### src/rtl/div_iter.sv
// Iterative radix-2 restoring divider (DIV/DIVU) for the execute stage.
// One quotient bit per cycle; the {remainder, quotient} result feeds the HI/LO registers.
module div_iter #(
    parameter int WIDTH = 32
) (
    input  logic                 clk,
    input  logic                 resetn,
    input  logic                 start,
    input  logic                 signed_div,
    input  logic                 annul,
    input  logic [WIDTH-1:0]     opa,
    input  logic [WIDTH-1:0]     opb,
    output logic                 stall,
    output logic                 valid,
    output logic [2*WIDTH-1:0]   result,
    output logic [1:0]           dbg_state
);

    localparam int CW = $clog2(WIDTH);

    typedef enum logic [1:0] {
        S_IDLE = 2'd0,
        S_BUSY = 2'd1,
        S_DONE = 2'd2
    } state_t;

    state_t               state;
    state_t               state_next;
    logic [CW-1:0]        count;
    logic [WIDTH-1:0]     rem;
    logic [WIDTH-1:0]     quo;
    logic [WIDTH-1:0]     divisor;
    logic                 qneg;
    logic                 rneg;
    logic [2*WIDTH-1:0]   result_q;

    logic                 accept;
    logic                 last_iter;
    logic [WIDTH-1:0]     opa_mag;
    logic [WIDTH-1:0]     opb_mag;
    logic [WIDTH:0]       rem_shift;
    logic [WIDTH:0]       trial;
    logic [WIDTH-1:0]     rem_n;
    logic [WIDTH-1:0]     quo_n;
    logic [WIDTH-1:0]     rem_fix;
    logic [WIDTH-1:0]     quo_fix;

    // Handshake: a request is taken when start=1 and annul=0 in IDLE; stall stays high
    // until the result cycle, where valid=1 for exactly one cycle and stall=0.
    assign accept    = (state == S_IDLE) && start && !annul;
    assign last_iter = (count == CW'(WIDTH - 1));

    always_comb begin
        opa_mag = opa;
        opb_mag = opb;
        if (signed_div && opa[WIDTH-1]) opa_mag = -opa;
        if (signed_div && opb[WIDTH-1]) opb_mag = -opb;
    end

    // The dividend lives in quo and is shifted out MSB-first into the partial remainder.
    always_comb begin
        rem_shift = {rem, quo[WIDTH-1]};
        trial     = rem_shift - {1'b0, divisor};
        if (!trial[WIDTH]) begin
            rem_n = trial[WIDTH-1:0];
            quo_n = {quo[WIDTH-2:0], 1'b1};
        end else begin
            rem_n = rem_shift[WIDTH-1:0];
            quo_n = {quo[WIDTH-2:0], 1'b0};
        end
        quo_fix = qneg ? -quo_n : quo_n;
        rem_fix = rneg ? -rem_n : rem_n;
    end

    always_comb begin
        state_next = state;
        stall      = 1'b0;
        valid      = 1'b0;
        case (state)
            S_IDLE: begin
                if (accept) begin
                    stall      = 1'b1;
                    state_next = (opb == '0) ? S_DONE : S_BUSY;
                end
            end
            S_BUSY: begin
                if (annul) begin
                    state_next = S_IDLE;
                end else begin
                    stall = 1'b1;
                    if (last_iter) state_next = S_DONE;
                end
            end
            S_DONE: begin
                state_next = S_IDLE;
                valid      = !annul;
            end
            default: state_next = S_IDLE;
        endcase
    end

    always_ff @(posedge clk) begin
        if (!resetn) begin
            state    <= S_IDLE;
            count    <= '0;
            rem      <= '0;
            quo      <= '0;
            divisor  <= '0;
            qneg     <= 1'b0;
            rneg     <= 1'b0;
            result_q <= '0;
        end else begin
            state <= state_next;
            case (state)
                S_IDLE: begin
                    if (accept) begin
                        count   <= '0;
                        rem     <= '0;
                        quo     <= opa_mag;
                        divisor <= opb_mag;
                        qneg    <= signed_div & (opa[WIDTH-1] ^ opb[WIDTH-1]);
                        rneg    <= signed_div & opa[WIDTH-1];
                        // Divide by zero reports the raw dividend as remainder.
                        if (opb == '0) result_q <= {opa, {WIDTH{1'b1}}};
                    end
                end
                S_BUSY: begin
                    if (!annul) begin
                        rem   <= rem_n;
                        quo   <= quo_n;
                        count <= count + 1'b1;
                        if (last_iter) result_q <= {rem_fix, quo_fix};
                    end
                end
                default: ;
            endcase
        end
    end

    assign result    = result_q;
    assign dbg_state = state;

endmodule
### config.mk
export PLATFORM = sky130hd
export DESIGN_NAME = div_iter
export DESIGN_NICKNAME = d
export VERILOG_FILES = /design/src/rtl/div_iter.sv
export SDC_FILE = /design/constraint.sdc
export NUM_CORES = 1
export LEC_CHECK = 0
export ABC_AREA = 1
export CAP_MARGIN = 20
export CORE_MARGIN = 1
export CORE_UTILIZATION = 33
export CTS_CLUSTER_SIZE = 8
export DETAILED_ROUTE_END_ITERATION = 12
export REMOVE_ABC_BUFFERS = 1
export SETUP_SLACK_MARGIN = 0.2
export SLEW_MARGIN = 20
export SYNTH_ARGS = -nofsm -noshare
export SYNTH_HDL_FRONTEND = slang
export SYNTH_SLANG_ARGS = --single-unit
### constraint.sdc
create_clock -name clk -period 6.45 [get_ports clk]
set_input_delay 1.6125 -clock clk [delete_from_list [all_inputs] [get_ports clk]]
set_output_delay 1.6125 -clock clk [all_outputs]
set_load 0.05 [all_outputs]
==> metrics.yaml, run 1 <==
status: "completed"
async_flop_share: 0
syn_area_per_cell_um2: 6.028
worstMarginPinSlew_ns: 1.002
ys_ff_latch: 169
combinationalPowerShare: 0.314
synth_area_leaders: "dfxtp_1, nand2_1, inv_1"
core_area_um2: 38020
ff2ff_setup_slack_ns: 1.57
vias: 13720
ys_warn_count: 0
numCtsBuffers: 17
slowest_stage: "inv_2"
initial_utilization: 0.3379
ys_seq_area_frac: 0.2634
finalWeightedCongestion: 0.9387
cts.clk_slew.worst_paths_ns: 0.07
drc: 0
syn-instance-count: 2131
yosys.area.top_type: "dfxtp_1"
io_pins: 137
routed_wl_um: 42060
max_stage_delay_ns: 0.51
max_slew_margin: 0.3310
post-route-period-util: 0.8333
drive_above_1_share: 0.04858
htree_levels: 4
power_leakage_nw: 7.123
yosys.area.top_type_share: 0.2634
synth_area_um2: 12850
ant_nets: 0
drv_slew: 0
cts_tree: "done"
n_fill_cell: 4217
viasPerCell: 5.019
sw_frac_of_total: 0.3766
area_growth_pct: 17.73
numPortBuffers: 136
rsz0062_at_grt: "no"
clock_sinks: 169
synth_edf_count: 0
diodes: 0
switchingPower_mw: 1.194
ys.flop_type: "dfxtp_1"
start_kind: "input port"
cts_root_buf: "clkbuf_16"
p_per_area_nw_per_um2: 209.6
drt-initial-drc-count: 1089
worstHoldStart: "result[31]"
r2r_end: "result[30]"
hold_buffers: 0
grt_pass1_wl_um: 67070
critical-path-top-delay-family: "simple AND/OR/NAND/NOR gates"
reg2regPathDepth: 24
post-cts-setup-buffer-count: 0
grt_antenna_before_repair: 0
critical_path.n_buffers_inverters: 4
groute.usage.overall: 0.2138
gr-total-overflow: 0
wl_per_cell_um: 15.38
min_to: "result[31]"
end_kind: "flip-flop"
final_util: 0.3978
die_y_um: 199.3
timing.hold.ws_ns: 0.4712
vdd_drop_max_mv: 0.1466
die_w_um: 199.3
clkLatencyLatePin_ns: 0.45
holdCritPathClass: "flip-flop to flip-flop"
grt_pass1_vias: 12770
clockBufferDepth: 2
path_class: "input port to flip-flop"
critPathArrivalTime_ns: 5.74
hpwl_um: 31920
finClkSkew_ns: 0.01519
crit_chain: "clkdlybuf4s50_1 -> inv_1 -> ha_1 -> nand3_1 -> nor3_1 -> nand2_1 -> nor3_1 -> nand2_1 -> nor2_1 -> nand3_1 -> nor2_1 -> nand3_1 -> nand2_1 -> o21ai_1 -> nor2_4 -> buf_4 -> inv_2 -> a21oi_1 -> o31ai_1 -> a21oi_1"
min_path_cells: 2
first_pass_iters: 8
crit_required_ns: 6.82
period_minus_slack_ns: 5.375
p_seq_frac: 0.365
grt_max_degree: 85
max_freq_mhz: 186.1
synthDistinctLibCells: 59
p_int_mw: 1.976
path_depth: 20
hold_viol_final: 0
maxCapViolations: 0
power.share.clock: 0.321
cts_resized: 0
nets: 2319
r2r_start: "quo[31]"
finalSetupViolations: 0
dieArea_um2: 39720
rows: 71
path_max_fanout: 53
synthesized netlist by cell type, drive strengths merged (2+ instances only):
| master | count |
|---|---|
| nand2 | 602 |
| inv | 296 |
| nor2 | 214 |
| a21oi | 186 |
| dfxtp | 169 |
| nand3 | 136 |
| o21ai | 125 |
| clkbuf | 66 |
| nor3 | 44 |
| xor2 | 43 |
| ha | 38 |
| o211ai | 28 |
| buf | 25 |
| a31oi | 21 |
| nand4 | 18 |
| o221ai | 18 |
| xnor2 | 17 |
| or2 | 11 |
| nand3b | 10 |
| o21bai | 9 |
| o31ai | 8 |
| nor4 | 7 |
| a211oi | 6 |
| o2111ai | 4 |
| a221oi | 3 |
| and2 | 3 |
| clkinv | 3 |
| o221a | 3 |
| a2111oi | 2 |
| a21o | 2 |
| a22oi | 2 |
| o22ai | 2 |
| o311ai | 2 |
worst min-delay path, cell delays in order, from the launching register on:
cell and delay (ns):
dfxtp_1 0.31, nand2_1 0.06, a21oi_1 0.05
flip-flops by register name (all words and copies together), names as in the netlist:
register / flops
divisor: 32
quo: 32
result: 64
rem: 32
rneg: 1
count: 5
qneg: 1
dbg_state: 2
cell type report:
cell class / count / area [um^2] / share of cell area
repair buffers: 152 / 1474 / 0.09746
flip-flops and latches: 169 / 3383 / 0.2237
clock inverters: 11 / 113.9 / 0.007529
inverters: 299 / 1122 / 0.07421
multi-input cells: 1572 / 7944 / 0.5253
clock buffers: 20 / 446.7 / 0.02954
well taps: 511 / 639.4 / 0.04228
logic make-up (layout without fill, tap and decap cells):
kind of cell | count (synthesis) | after routing | share of synthesized area
compound gates | 425 | 425 | 0.1930
simple gates | 1048 | 1048 | 0.3449
xor+xnor | 60 | 60 | 0.04091
buf+inv | 390 | 482 | 0.1192
fa+ha+maj | 39 | 39 | 0.03857
flops | 169 | 169 | 0.2634
cells in the final DEF, fill, tap and decap left out, drive strengths merged, types with 2 or more instances in the layout:
cell type        n
o21ai          125
a221oi           3
nand4           18
clkinv           5
xnor2           17
a31oi           21
o21bai           9
nor3            44
ha              38
xor2            43
and2             3
inv            302
o22ai            2
or2             11
o2111ai          4
a21o             2
o221ai          18
o211ai          28
clkinvlp         2
nor4             7
o221a            3
clkdlybuf4s50  134
a21oi          186
a211oi           6
nand3          136
dfxtp          169
clkbuf          20
nand3b          10
nor2           214
buf             18
o311ai           2
a22oi            2
o31ai            8
nand2          602
a2111oi          2
metal layers:
layer  up-vias  part of all wire  GRT usage  wire length, um
met5         -                 0          0                0
met4         0             0.017    0.05470              696
met3        40             0.052    0.02414             2196
met2       406              0.45     0.3532            19000
met1      6199              0.48     0.2934            20170
li1       7076                 -          -                -
metrics by stage:
step | area, um^2 | worst slack [ns] | setup TNS (ns) | power (mW) | cells
finish | 15120 | 1.075 | 0 | 3.170 | 2734
global route | 15120 | 0.6335 | 0 | 3.353 | 2734
CTS | 15120 | 1.050 | 0 | 3.185 | 2734
detailed placement | 14560 | 0.6053 | 0 | 2.166 | 2703
global placement | 14560 | 0.7898 | 0 | 2.157 | 2703
floorplan | 12440 | -1.879 | -32.42 | 1.841 | 2040
how the worst max path moves through the flow:
stage                  from    endpoint  slack, ns
4_1_cts              opb[0]  result[13]       1.05
2_1_floorplan  dbg_state[1]       stall      -1.88
3_3_place_gp         opb[0]  result[17]       0.79
3_5_place_dp         opb[0]  result[13]       0.61
5_1_grt              opb[1]  result[50]       0.63
6_report             opb[0]  result[13]       1.08
power groups by stage:
stage          sequential, mW  clock (mW)  combinational [mW]
4_1_cts                  1.16        1.04               0.992
3_5_place_dp             1.18           0               0.987
2_1_floorplan            1.24           0               0.606
6_report                 1.16        1.02               0.995
5_1_grt                  1.16        1.08                1.11
3_3_place_gp             1.18           0               0.979
(Power assumes the default switching activity.)
==> inputs of run 2 (changes only) <==
Clock period 6.45 ns to 5.3 ns, I/O delays scaled along.
==> metrics.yaml, run 2 (synthesis results as in run 1) <==
post-route-period-util: 0.8317
drc: 0  # unchanged
cts.clk_slew.worst_paths_ns: 0.07  # about the same
holdCritPathClass: "flip-flop to flip-flop"
hpwl_um: 32130  # +0.66%
numCtsBuffers: 17  # unchanged
hold_viol_final: 0  # unchanged
final_util: 0.4010  # +0.003290
groute.usage.overall: 0.2137  # about the same
vias: 13770  # +0.39%
finalWeightedCongestion: 0.8965  # -4.5%
numPortBuffers: 136  # unchanged
drt-initial-drc-count: 1028  # -5.6%
clockBufferDepth: 2  # unchanged
die_w_um: 199.3  # unchanged
clock_sinks: 169  # unchanged
fin_tns_setup_ns: 0  # unchanged
grt_pass1_wl_um: 66580  # -0.74%
viasPerCell: 5.027  # +0.17%
worstMarginPinSlew_ns: 0.8982  # -0.1039 ns
diodes: 0  # unchanged
start_kind: "flip-flop"
path_class: "flip-flop to flip-flop"
area_growth_pct: 18.70
largest_register_ffs: 64  # unchanged
dieArea_um2: 39720  # unchanged
finalSetupViolations: 0  # unchanged
die_y_um: 199.3  # unchanged
core_area_um2: 38020  # unchanged
critPathArrivalTime_ns: 4.75  # -0.99 ns
timing.hold.ws_ns: 0.4703  # -0.0008210 ns
htree_levels: 4  # unchanged
drive_above_1_share: 0.05114  # +0.002561
pre_cts_slack_ns: 0.2960  # -0.3093 ns
power_mw: 4.018  # +27%
final_common_cell: "nand2_1"
cts_root_buf: "clkbuf_16"
status: "completed"
end_kind: "flip-flop"
max_slew_margin: 0.4012  # +0.07024
grt_max_degree: 84  # -1.2%
io_pins: 137  # unchanged
routed_wl_um: 41880  # -0.43%
first_pass_iters: 8  # unchanged
vdd_drop_max_mv: 0.1398  # -4.6%
p_per_area_nw_per_um2: 263.5  # +26%
grt_pass1_vias: 12610  # -1.2%
post-cts-setup-buffer-count: 0  # unchanged
cts_tree: "done"
layout_setup_ws_ns: 0.8922  # -0.1830 ns
wl_per_cell_um: 15.28  # -0.65%
path_max_fanout: 42  # -21%
nets: 2324  # +0.22%
hold_buffers: 0  # unchanged
initial_utilization: 0.3379  # unchanged
maxCapViolations: 0  # unchanged
n_fill_cell: 4178  # -0.92%
clkLatencyLatePin_ns: 0.46  # about the same
crit_required_ns: 5.64  # -1.18 ns
rows: 71  # unchanged
period_minus_slack_ns: 4.408
gr-total-overflow: 0  # unchanged
cts_resized: 0  # unchanged
finClkSkew_ns: 0.01513  # -0.00006090 ns
rsz0062_at_grt: "no"
power_leakage_nw: 7.181  # +0.81%
grt_antenna_before_repair: 1  # +1
max_freq_mhz: 226.9
ant_nets: 0  # unchanged
mostFrequentLayoutCells: "nand2_1, inv_1, nor2_1"
drv_slew: 0  # unchanged
-- run 2: cell type report --
class	instances	area [um^2]	share of cell area
multi-input cells	1572	7944	0.5210
flip-flops and latches	169	3383	0.2219
repair buffers	157	1524	0.09994
inverters	299	1125	0.07377
well taps	511	639.4	0.04193
clock buffers	20	446.7	0.02929
clock inverters	12	186.4	0.01223
-- run 2: where the power goes --
part           internal (mW)  total (mW)  switching [mW]
Combinational          0.399        1.21           0.816
Clock                  0.808        1.40           0.588
Sequential              1.34        1.41          0.0632
-- run 2: metrics by stage --
step | cell area (um^2) | std cells
finish | 15250 | 2740
global route | 15250 | 2740
CTS | 15250 | 2740
detailed placement | 14610 | 2708
global placement | 14610 | 2708
floorplan | 12440 | 2040
-- run 2: per-layer routing --
layer | global-route usage | vias to the layer above | wire length, um
met5 | 0 | - | 13
met4 | 0.07578 | 2 | 1048
met3 | 0.02751 | 51 | 2081
met2 | 0.3408 | 375 | 18610
met1 | 0.2933 | 6237 | 20130
li1 | - | 7109 | -
-- run 2: path summary, 6_finish.rpt --
| path | start | to | slack, ns | cells past startpoint |
|---|---|---|---|---|
| hold / removal | result[29] | result[29] | 0.47 | 2 |
| setup reg to reg | quo[31] | result[50] | 0.89 | 25 |
| hold reg to reg | result[29] | result[29] | 0.47 | 2 |
| setup / recovery | quo[31] | result[50] | 0.89 | 25 |
-- run 2: worst max-delay path, stage by stage, from the launching register on --
cell     delay (ns)
dfxtp_1        0.37
inv_1          0.15
ha_1           0.21
inv_1          0.10
fa_1           0.43
nand2_1        0.09
nand2_1        0.07
nand3_1        0.08
nand2_1        0.11
nand2_1        0.10
nand2_2        0.10
nand2_4        0.13
nand3_2        0.25
nand2_4        0.48
nand2_1        0.13
nand2_1        0.17
ha_1           0.23
nand3_2        0.12
nor2_1         0.20
nand2_1        0.10
nand2_1        0.18
nand2_1        0.11
nand2_1        0.07
nand2_1        0.05
o21ai_0        0.16
a21oi_1        0.08
